[src/rtl/mem_port_arbiter.sv]
// Round-robin arbiter sharing one memory port among NREQ cores.
// The winner's request is latched, run on the memory port, and answered with a one-cycle done strobe.
module mem_port_arbiter #(
   parameter int unsigned NREQ   = 4,
   parameter int unsigned ADDR_W = 16,
   parameter int unsigned WORD_W = 16
) (
   input  logic                       clk,
   input  logic                       reset,
   input  logic [2*NREQ-1:0]          req_rw,
   input  logic [ADDR_W*NREQ-1:0]     req_addr,
   input  logic [WORD_W*NREQ-1:0]     req_wdata,
   output logic [NREQ-1:0]            rd_en,
   output logic [NREQ-1:0]            wt_en,
   output logic [WORD_W-1:0]          rdata,
   output logic [1:0]                 mem_rw,
   output logic [ADDR_W-1:0]          mem_addr,
   output logic [WORD_W-1:0]          mem_wdata,
   input  logic                       mem_rd_done,
   input  logic                       mem_wt_done,
   input  logic [WORD_W-1:0]          mem_rdata,
   output logic                       busy,
   output logic [$clog2(NREQ)-1:0]    grant_id,
   output logic                       err_illegal
);

   localparam int unsigned IDW = $clog2(NREQ);

   typedef enum logic [1:0] {ST_IDLE, ST_BUSY, ST_RESP} state_t;

   state_t            state;
   logic [IDW-1:0]    ptr;
   logic [1:0]        op_a   [NREQ];
   logic [ADDR_W-1:0] addr_a [NREQ];
   logic [WORD_W-1:0] wd_a   [NREQ];
   logic [NREQ-1:0]   req_v;
   logic              any_ill;
   logic              found;
   logic [IDW-1:0]    win;
   logic [IDW-1:0]    scan_idx;

   // Split the flat request buses into per-core fields.
   always_comb begin
      any_ill = 1'b0;
      for (int i = 0; i < NREQ; i++) begin
         op_a[i]   = req_rw[2*i +: 2];
         addr_a[i] = req_addr[ADDR_W*i +: ADDR_W];
         wd_a[i]   = req_wdata[WORD_W*i +: WORD_W];
         req_v[i]  = (op_a[i] == 2'd1) || (op_a[i] == 2'd2);
         if (op_a[i] == 2'd3) any_ill = 1'b1;
      end
   end

   // First requesting core at or above the pointer, wrapping.
   always_comb begin
      found    = 1'b0;
      win      = '0;
      scan_idx = '0;
      for (int k = 0; k < NREQ; k++) begin
         scan_idx = IDW'((32'(ptr) + 32'(k)) % NREQ);
         if (!found && req_v[scan_idx]) begin
            found = 1'b1;
            win   = scan_idx;
         end
      end
   end

   always_ff @(posedge clk) begin
      if (reset) begin
         state       <= ST_IDLE;
         ptr         <= '0;
         rd_en       <= '0;
         wt_en       <= '0;
         rdata       <= '0;
         mem_rw      <= 2'd0;
         mem_addr    <= '0;
         mem_wdata   <= '0;
         busy        <= 1'b0;
         grant_id    <= '0;
         err_illegal <= 1'b0;
      end else begin
         if (any_ill) err_illegal <= 1'b1;
         case (state)
            ST_IDLE: begin
               if (found) begin
                  mem_rw    <= op_a[win];
                  mem_addr  <= addr_a[win];
                  mem_wdata <= wd_a[win];
                  grant_id  <= win;
                  busy      <= 1'b1;
                  state     <= ST_BUSY;
               end
            end
            ST_BUSY: begin
               // Only the done that matches the latched op completes it.
               if (mem_rw == 2'd1 && mem_rd_done) begin
                  rdata  <= mem_rdata;
                  rd_en  <= NREQ'(1) << grant_id;
                  mem_rw <= 2'd0;
                  state  <= ST_RESP;
               end else if (mem_rw == 2'd2 && mem_wt_done) begin
                  wt_en  <= NREQ'(1) << grant_id;
                  mem_rw <= 2'd0;
                  state  <= ST_RESP;
               end
            end
            ST_RESP: begin
               rd_en <= '0;
               wt_en <= '0;
               busy  <= 1'b0;
               ptr   <= (grant_id == IDW'(NREQ - 1)) ? '0 : grant_id + IDW'(1);
               state <= ST_IDLE;
            end
            default: state <= ST_IDLE;
         endcase
      end
   end

endmodule

[config.mk]
export PLATFORM = sky130hd
export DESIGN_NAME = mem_port_arbiter
export DESIGN_NICKNAME = d
export VERILOG_FILES = /design/src/rtl/mem_port_arbiter.sv
export SDC_FILE = /design/constraint.sdc
export NUM_CORES = 1
export LEC_CHECK = 0
export ABC_AREA = 1
export BUFFER_PORTS_ARGS = -buffer_cell sky130_fd_sc_hd__buf_2
export CORE_MARGIN = 2
export CORE_UTILIZATION = 42
export DETAILED_ROUTE_END_ITERATION = 12
export PLACE_DENSITY = 0.78
export SLEW_MARGIN = 0
export SYNTH_ARGS = -nofsm -noshare
export SYNTH_HDL_FRONTEND = slang
export SYNTH_SLANG_ARGS = --single-unit
export TNS_END_PERCENT = 1
[constraint.sdc]
create_clock -name clk -period 2.4 [get_ports clk]
set_input_delay 0.72 -clock clk [delete_from_list [all_inputs] [get_ports clk]]
set_output_delay 0.72 -clock clk [all_outputs]
set_load 0.05 [all_outputs]
# After elaboration in Yosys (flattened, before gate mapping)
# Cells that the tools add are included.
# W data, S select, Z words.
classes:
  addsub: 4
  magnitude_cmp: 5
  eq_ne: 22
  shift: 1
  n_mux: 45
  bitwise: 1
  n_reduce_logical: 23
ops:
  columns: ["cell", "count"]
  rows:
  - ["$bmux W16 S2", 2]
  - ["$mux W16", 4]
  - ["$mux W2", 13]
  - ["$eq A2 B2 Y1 const B", 11]
  - ["$pmux W4 S2", 2]
  - ["$mux W1", 13]
  - ["$eq A2 B1 Y1 const B", 6]
  - ["$lt A2 B3 Y1 const B", 4]
  - ["$mux W4", 3]
  - ["$reduce_and A2 Y1", 5]
  - ["$bmux W1 S2", 4]
  - ["$ne A2 B2 Y1 const B", 4]
  - ["$pmux W2 S2", 2]
  - ["$reduce_and A3 Y1", 2]
  - ["$reduce_bool A2 Y1", 3]
  - ["$logic_and A1 B1 Y1", 5]
  - ["$add A2 B1 Y2 const B", 2]
  - ["$add A2 B2 Y2 const B", 2]
  - ["$bmux W2 S2", 1]
  - ["$logic_or A1 B1 Y1", 4]
  - ["$shl A1 B2 Y4 const A", 1]
  - ["$ge A3 B3 Y1 const B", 1]
  - ["$logic_not A1 Y1", 3]
  - ["$ne A3 B3 Y1 const B", 1]
  - ["3 further kinds", 3]
totals:
  ff_bits: 66
  input_bits: 156
  out_inout_bits: 62
  wordCells: 112

# Logic depth before layout (Yosys ltp)
# Gate-level depths: netlist of run 1.
depth:
  word_depth: 20
  ltp_mapped: 17
  mapped_depth_nobuf: 16

# Least setup slack after synthesis of run 1
# OpenSTA, ideal clock, no wires.
synth_timing:
  path_type: "input to register"
  start: "input req_rw[6]"
  end: "register mem_addr[10]"
  setup_time_ns: 0.109
  arrival_ns: 2.278
  required_time_ns: 2.291
  path_slack_ns: 0.013
  cell_stages: 15
  path_buffers: 2
  path_cell_list: "ha_1 -> inv_1 -> nand2_1 -> nand3_1 -> nand2_1 -> nor2_4 -> nand3_2 -> nand3_4 -> buf_8 -> buf_6 -> nand2_1 -> o211ai_1 -> nand3_1 -> nand2_1 -> inv_1"
synth_via:
  elab_chain_cells: 18
  word_cells_on_any_way: 30
  classes_between: "eq/ne: 2; mux: 19; bitwise: 1; reduce/logical: 8"
synth_rtl:
  columns: ["element", "line_no", "text"]
  rows:
  - ["from (decl)", "10", "input logic [2*NREQ-1:0] req_rw,"]
  - ["$eq A2 B1 Y1 or $eq A2 B2 Y1 (tied branches)", "49", "req_v[i] = (op_a[i] == 2'd1) || (op_a[i] == 2'd2);"]
  - ["$logic_or A1 B1 Y1 *", "49", null]
  - ["$bmux W1 S2", "61", "if (!found && req_v[scan_idx]) begin"]
  - ["$mux W1 (implied by the code)", "61", null]
  - ["$mux W1", "61", null]
  - ["$logic_not A1 Y1", "61", null]
  - ["$logic_and A1 B1 Y1", "61", null]
  - ["$mux W1", "61", null]
  - ["$logic_not A1 Y1", "61", null]
  - ["$logic_and A1 B1 Y1", "61", null]
  - ["$mux W1", "61", null]
  - ["$logic_not A1 Y1", "61", null]
  - ["$logic_and A1 B1 Y1", "61", null]
  - ["$mux W2", "61", null]
  - ["$not A2 Y3 (implied by the code)", "87", "mem_addr <= addr_a[win];"]
  - ["$bmux W16 S2", "87", null]
  - ["$mux W16 (implied by the code) (2 in a row)", "87", null]
  - ["to (signal assigned)", "87", null]
  - ["to (decl)", "17", "output logic [ADDR_W-1:0] mem_addr,"]
# Every way passes the cells marked *; elsewhere a longest branch is shown, timed or not. The select of a mux whose other input is x is not followed.
# A chain may end at the register's enable or synchronous reset.

# Worst setup path after layout of run 1
layout_timing:
  start: "input req_rw[7]"
  end: "register mem_addr[8]"
# Same word-level chain as after synthesis.

==> results of run 1 <==
-- what timing repair did --
action,CTS,global route
hold buffers,0,0
setup buffers,2,3
setup endpoints to repair,13,35
hold endpoints to repair,0,0
pin swaps,1,17
gates cloned,0,3
resized for setup,3,42
-- metrics by stage --
stage	hold WS, ps	cell area, sq um
2_1_floorplan	457	4230
3_3_place_gp	449	5570
3_5_place_dp	455	5570
4_1_cts	471	5780
5_1_grt	494	6010
6_report	463	6010
-- state kept, by name, summed over array words and instances, names as in the netlist --
name / cells
err_illegal: 1
rd_en: 4
rdata: 16
state: 2
grant_id: 2
wt_en: 4
mem_addr: 16
mem_wdata: 16
mem_rw: 2
busy: 1
ptr: 2
-- area by class of cell --
type / instances / area [sq um]
Sequential cell: 66 / 1320
Tap cell: 133 / 166
Clock buffer: 9 / 124
Timing Repair Buffer: 255 / 1550
Fill cell: 956 / 3760
Clock inverter: 7 / 58.8
Multi-Input combinational cell: 464 / 2320
Inverter: 127 / 477
-- kinds of logic (layout without fill, tap and decap cells) --
group	after synthesis	count (layout)	synth area share, %
compound gates	107	107	15.2
fa+ha+maj	11	11	3.26
flops	66	66	31.3
simple gates	346	346	33.9
buf+inv	163	398	16.4
-- power breakdown --
part	switching (uW)	internal, uW	leakage [uW]
combinational	3810	2350	0.00291
clock	491	391	0.0000872
sequential	158	1400	0.000542
-- worst min path at each step --
stage | end | depth (start not counted) | slack [ps]
final | rd_en[1] | 2 | 460
after global routing | rd_en[2] | 2 | 490
after CTS | rd_en[1] | 2 | 470
after detailed placement | err_illegal | 2 | 460
after global placement | rd_en[0] | 2 | 450
after floorplan | state[0] | 2 | 460
-- routing by layer --
| metal | share of wire [%] | track usage (%) | wire length, microns |
|---|---|---|---|
| met1 | 44 | 27.1 | 5660 |
| met4 | 0.80 | 5.02 | 103 |
| met3 | 6.3 | 6.45 | 817 |
| met2 | 49 | 40.8 | 6360 |
| met5 | 0 | 0 | 0 |
-- worst max-delay path, stage by stage --
cell and delay [ps]:
buf_2 120, ha_4 280, inv_2 40, nand2_1 50, nand2_1 70, nand2_1 80, nand2_2 70, nand2_2 80
nand2_2 50, nand2_2 80, nand3_4 160, buf_12 200, clkbuf_16 150, o21ai_0 170, nand2_1 70, nand3_1 90
nand2_1 50, inv_1 50
-- cell usage in the layout (no fill, tap or decap), drive strengths merged, types with 12 or more instances in the layout --
master	synthesis	final
inv	126	130
nor2	82	82
nand2	203	203
o211ai	40	40
nand3	51	51
a21oi	16	16
dfxtp	66	66
buf	25	252
clkbuf	11	12
o21ai	48	48
==> results_dict.tcl, run 1 <==
set metrics [dict create \
    status "finished, final reports clean" \
    wl_microns 12900 \
    ff2ff_path_depth 16 \
    place_inst 1038 \
    min_period_ps 2320 \
    power.static_leakage_uw 0.00354 \
    ys_async_sr_fraction_pct 0 \
    cts_tree "built" \
    area_growth_syn_to_layout_pct 42.3 \
    crit_start "req_rw[7]" \
    worst_slew_pin_slew_ps 502 \
    regToRegSetupSlack_ps 290 \
    core_sq_um 9770 \
    synth.avg_cell_area_sq_um 6.10 \
    synth_top_area_cell "dfxtp_1" \
    grtUsageTotal_pct 22.9 \
    synth_edf_count 0 \
    postLayoutCoreUtil_pct 61.5 \
    p_total_uw 8610 \
    via_count 5028 \
    fin_skew_ps 10.7 \
    syn_inst 693 \
    portBuffers 217 \
    insertion_delay_ps 340 \
    fin_crit_sh_pct 96.7 \
    rr_endpoint "mem_addr[8]" \
    crit_path_start_kind "input pin" \
    synth.area.top_cells "dfxtp_1, nand2_1, inv_1, nor2_1, o211ai_1" \
    r2r_start "ptr[0]" \
    yosysTopAreaCellShare_pct 31.3 \
    io_pins 218 \
    num_rows 36 \
    setup_tns_ps 0 \
    critPathCapture "mem_addr[8]" \
    synth.ff_latch_count 66 \
    grt_pass1_vias 4525 \
    synth_most_common_cell "nand2_1" \
    diodes 0 \
    instances_no_fill 1061 \
    drv_slew 0 \
    clk_pin_slew_ps 90 \
    syn_area_sq_um 4230 \
    fp.dieH_microns 104 \
    clock-sinks 66 \
    seq_area_frac_synth_pct 31.3 \
    drt_iter0_markers 324 \
    antenna_found_initial 0 \
    finalHoldViolCount 0 \
    grt_first_pass_wirelength_microns 20600 \
    setup-violations-final 0 \
    dieArea_sq_um 10900 \
    cts_buffer_depth 2 \
    required_ps 2690 \
    worstSetupPathType "in -> reg" \
    ys_types 29 \
    p_per_area_nw_per_um2 1430 \
    nNetsFinal 1090 \
    gp_congestion 0.869 \
    endpoint_kind "flop" \
    setup_ws_ps 78.7 \
    timing.fmax_mhz 431 \
    htree_levels 3 \
    ir_drop_uv 688 \
    worst_hold_path_type "reg -> reg" \
    wl_per_cell_microns 12.2 \
    viasPerCell 4.74 \
    path_max_fanout 11 \
    overflow 0 \
    syn_nets 860 \
    min-delay-start "rd_en[1]" \
    initial_utilization_pct 43.2 \
    synthFlopType "dfxtp_1" \
    slew_headroom_pct 66.5 \
    yosys-top-cells-count "nand2_1, inv_1, nor2_1" \
    yosys_warnings 0 \
    die_w_microns 104 \
    layout-drive-gt1-share_pct 33.6 \
    root_buffer "clkbuf_8" \
    drv_cap 0 \
    cp.arrival_ps 2610 \
    rsz0062_at_grt "true" \
    ant_nets 0 \
    place_hpwl_microns 9410 \
    cts_inserted_buffers 9 \
    place_ws_ps -528 \
    drc 0 \
    dr.pass1.iters 4 \
    grt_max_degree 62 \
]
(Power assumes the default switching activity.)
==> run 2, diff against run 1 <==
--- a/config.mk
+++ b/config.mk
@@ -10,7 +10,7 @@
 export CORE_MARGIN = 2
 export CORE_UTILIZATION = 42
 export DETAILED_ROUTE_END_ITERATION = 12
-export PLACE_DENSITY = 0.78
+export PLACE_DENSITY = 0.75
 export SLEW_MARGIN = 0
 export SYNTH_ARGS = -nofsm -noshare
 export SYNTH_HDL_FRONTEND = slang
==> run 2 against run 1 <==
Sequential share of layout area down 0.84 points. Final area up 4.0%. Die area unchanged. Largest cell class unchanged.
==> results_dict.tcl, run 2 (synthesis gave the netlist of run 1 again) <==
set metrics [dict create \
    status "finished, final reports clean" \
    worstSetupPathType "in -> reg" \
    worst_slew_pin_slew_ps 496 \
    overflow 0 \
    htree_levels 3 \
    grt_max_degree 41 \
    wl_per_cell_microns 13.1 \
    root_buffer "clkbuf_8" \
    power.static_leakage_uw 0.00367 \
    layout_common_cells "buf_2, nand2_1, inv_1" \
    cp.arrival_ps 2610 \
    cts_buffer_depth 2 \
    nFillCells 956 \
    wl_met3_microns 1070 \
    cts_inserted_buffers 9 \
    ff2ff_path_depth 16 \
    die_w_microns 104 \
    drv_cap 0 \
    finalHoldViolCount 0 \
    slew_headroom_pct 66.9 \
    clock-sinks 66 \
    min-delay-start "rd_en[2]" \
    diodes 0 \
    placed_area_sq_um 5490 \
    top_layer_used "met4" \
    wl_microns 14100 \
    cts_tree "built" \
    gp_congestion 0.858 \
    drt_iter0_markers 420 \
    stdcell_area_sq_um 6250 \
    rr_endpoint "mem_wdata[14]" \
    drc 0 \
    whs_ps 464 \
    via_count 5105 \
    grt_pass1_vias 4588 \
    crit_family "simple AND/OR/NAND/NOR gates" \
    regToRegSetupSlack_ps 170 \
    timing.fmax_mhz 422 \
    antenna_found_initial 0 \
    setup_tns_ps 0 \
    min_path_cells 2 \
    setup-violations-final 0 \
    insertion_delay_ps 340 \
    layout_commonest_cell "buf_2" \
    fin_skew_ps 11.6 \
    m1WireLength_microns 6100 \
    grt_first_pass_wirelength_microns 20500 \
    place_hpwl_microns 9160 \
    ir_drop_uv 660 \
    ant_nets 0 \
    reg_top3 "mem_addr (16), mem_wdata (16), rdata (16)" \
    min_period_ps 2370 \
    dieArea_sq_um 10900 \
    nNetsFinal 1102 \
    crit_chain "buf_2 -> ha_4 -> nand2_1 -> nand2_1 -> nand2_1 -> nand2_2 -> nor2_4 -> nand3_4 -> nand3_4 -> buf_6 -> buf_4 -> buf_6 -> nand2_1 -> o211ai_1 -> nand3_1 -> nand2_1 -> inv_1" \
    min_delay_worst_endpoint "rd_en[2]" \
    endpoint_kind "flop" \
    cpMostUsedCell "nand2_1" \
    clk_pin_slew_ps 90 \
    drv_slew 0 \
    num_rows 36 \
    worst_hold_path_type "reg -> reg" \
    p_per_area_nw_per_um2 1520 \
    hold_buffers 0 \
    r2r_start "ptr[1]" \
    critPathBufInv 5 \
    fin_crit_sh_pct 98.6 \
    crit_path_start_kind "input pin" \
    portBuffers 217 \
    path_max_fanout 5 \
    fp.dieH_microns 104 \
    io_pins 218 \
    wl_met2_microns 6700 \
    layout-drive-gt1-share_pct 33.4 \
    dr.pass1.iters 4 \
    viasPerCell 4.76 \
    critical_path.slowest_cell "ha_4" \
    area_growth_syn_to_layout_pct 47.9 \
    initial_utilization_pct 43.2 \
    core_sq_um 9770 \
    critPathMaxStageDelay_ps 240 \
    required_ps 2640 \
    grtUsageTotal_pct 22.7 \
]
==> run 2: cell count changes in the layout (fill, tap and decap cells not counted), moves of 3 or more <==
cell / before / now
nand2_2: 18 / 10
nand2_1: 185 / 191
buf_6: 3 / 8
clkbuf_16: 3 / 8
inv_1: 117 / 122
inv_2: 9 / 4
nand3_4: 1 / 5
o21ai_0: 40 / 43
==> run 2: stage by stage <==
step | worst slack [ps] | cells | power (uW) | utilization (%)
6_report | 32.7 | 1073 | 9530 | 64.0
5_1_grt | -52.6 | 1073 | 10300 | 64.0
4_1_cts | 46.3 | 1049 | 7970 | 58.4
3_5_place_dp | -523 | 1033 | 6950 | 56.2
3_3_place_gp | -441 | 1033 | 6920 | 56.2
2_1_floorplan | 13.2 | 693 | 5690 | -
==> run 2: what timing repair did <==
item                                    in CTS  in global routing
endpoints found under the hold margin        0                  0
pin swaps                                    0                 11
gates resized for setup                      3                 43
endpoints found under the setup margin      13                 36
cloned                                       0                 15
setup buffers                                0                  9
==> run 2: layout make-up <==
| cell class | instances | area, sq um | share of cell area (%) |
|---|---|---|---|
| multi-input combinational | 466 | 2380 | 38.0 |
| tap | 133 | 166 | 2.66 |
| inverter | 127 | 477 | 7.63 |
| clock inverter | 7 | 77.6 | 1.24 |
| timing repair buffer | 265 | 1710 | 27.3 |
| clock buffer | 9 | 124 | 1.98 |
| sequential | 66 | 1320 | 21.1 |
==> run 2: worst max path at each step <==
stage / start / to / slack [ps] / cells past startpoint
after global placement: req_rw[2] / mem_wdata[8] / -440 / 15
final: req_rw[0] / mem_wdata[14] / 30 / 17
after detailed placement: req_rw[6] / mem_addr[14] / -520 / 15
after global routing: req_rw[0] / mem_addr[2] / -50 / 17
after floorplan: req_rw[6] / mem_addr[10] / 10 / 15
after CTS: req_rw[6] / mem_addr[7] / 50 / 17
==> run 2: worst register-to-register path: cells and delay by family (launching register included) <==
family / cells / cell delay [ps]
DFF: 1 / 490
buffers and inverters: 5 / 540
and+or+nand+nor: 10 / 1030
AOI/OAI and AO/OA: 1 / 90
==> run 2: per-layer routing <==
metal,vias to the layer above,global-route usage [%]
met5,-,0
met4,0,5.21
met3,19,7.33
met2,186,39.6
met1,2252,27.0
li1,2648,-
==> run 2: power breakdown <==
| part | internal [uW] | switching [uW] |
|---|---|---|
| clock | 489 | 482 |
| sequential | 1400 | 168 |
| combinational | 2810 | 4170 |
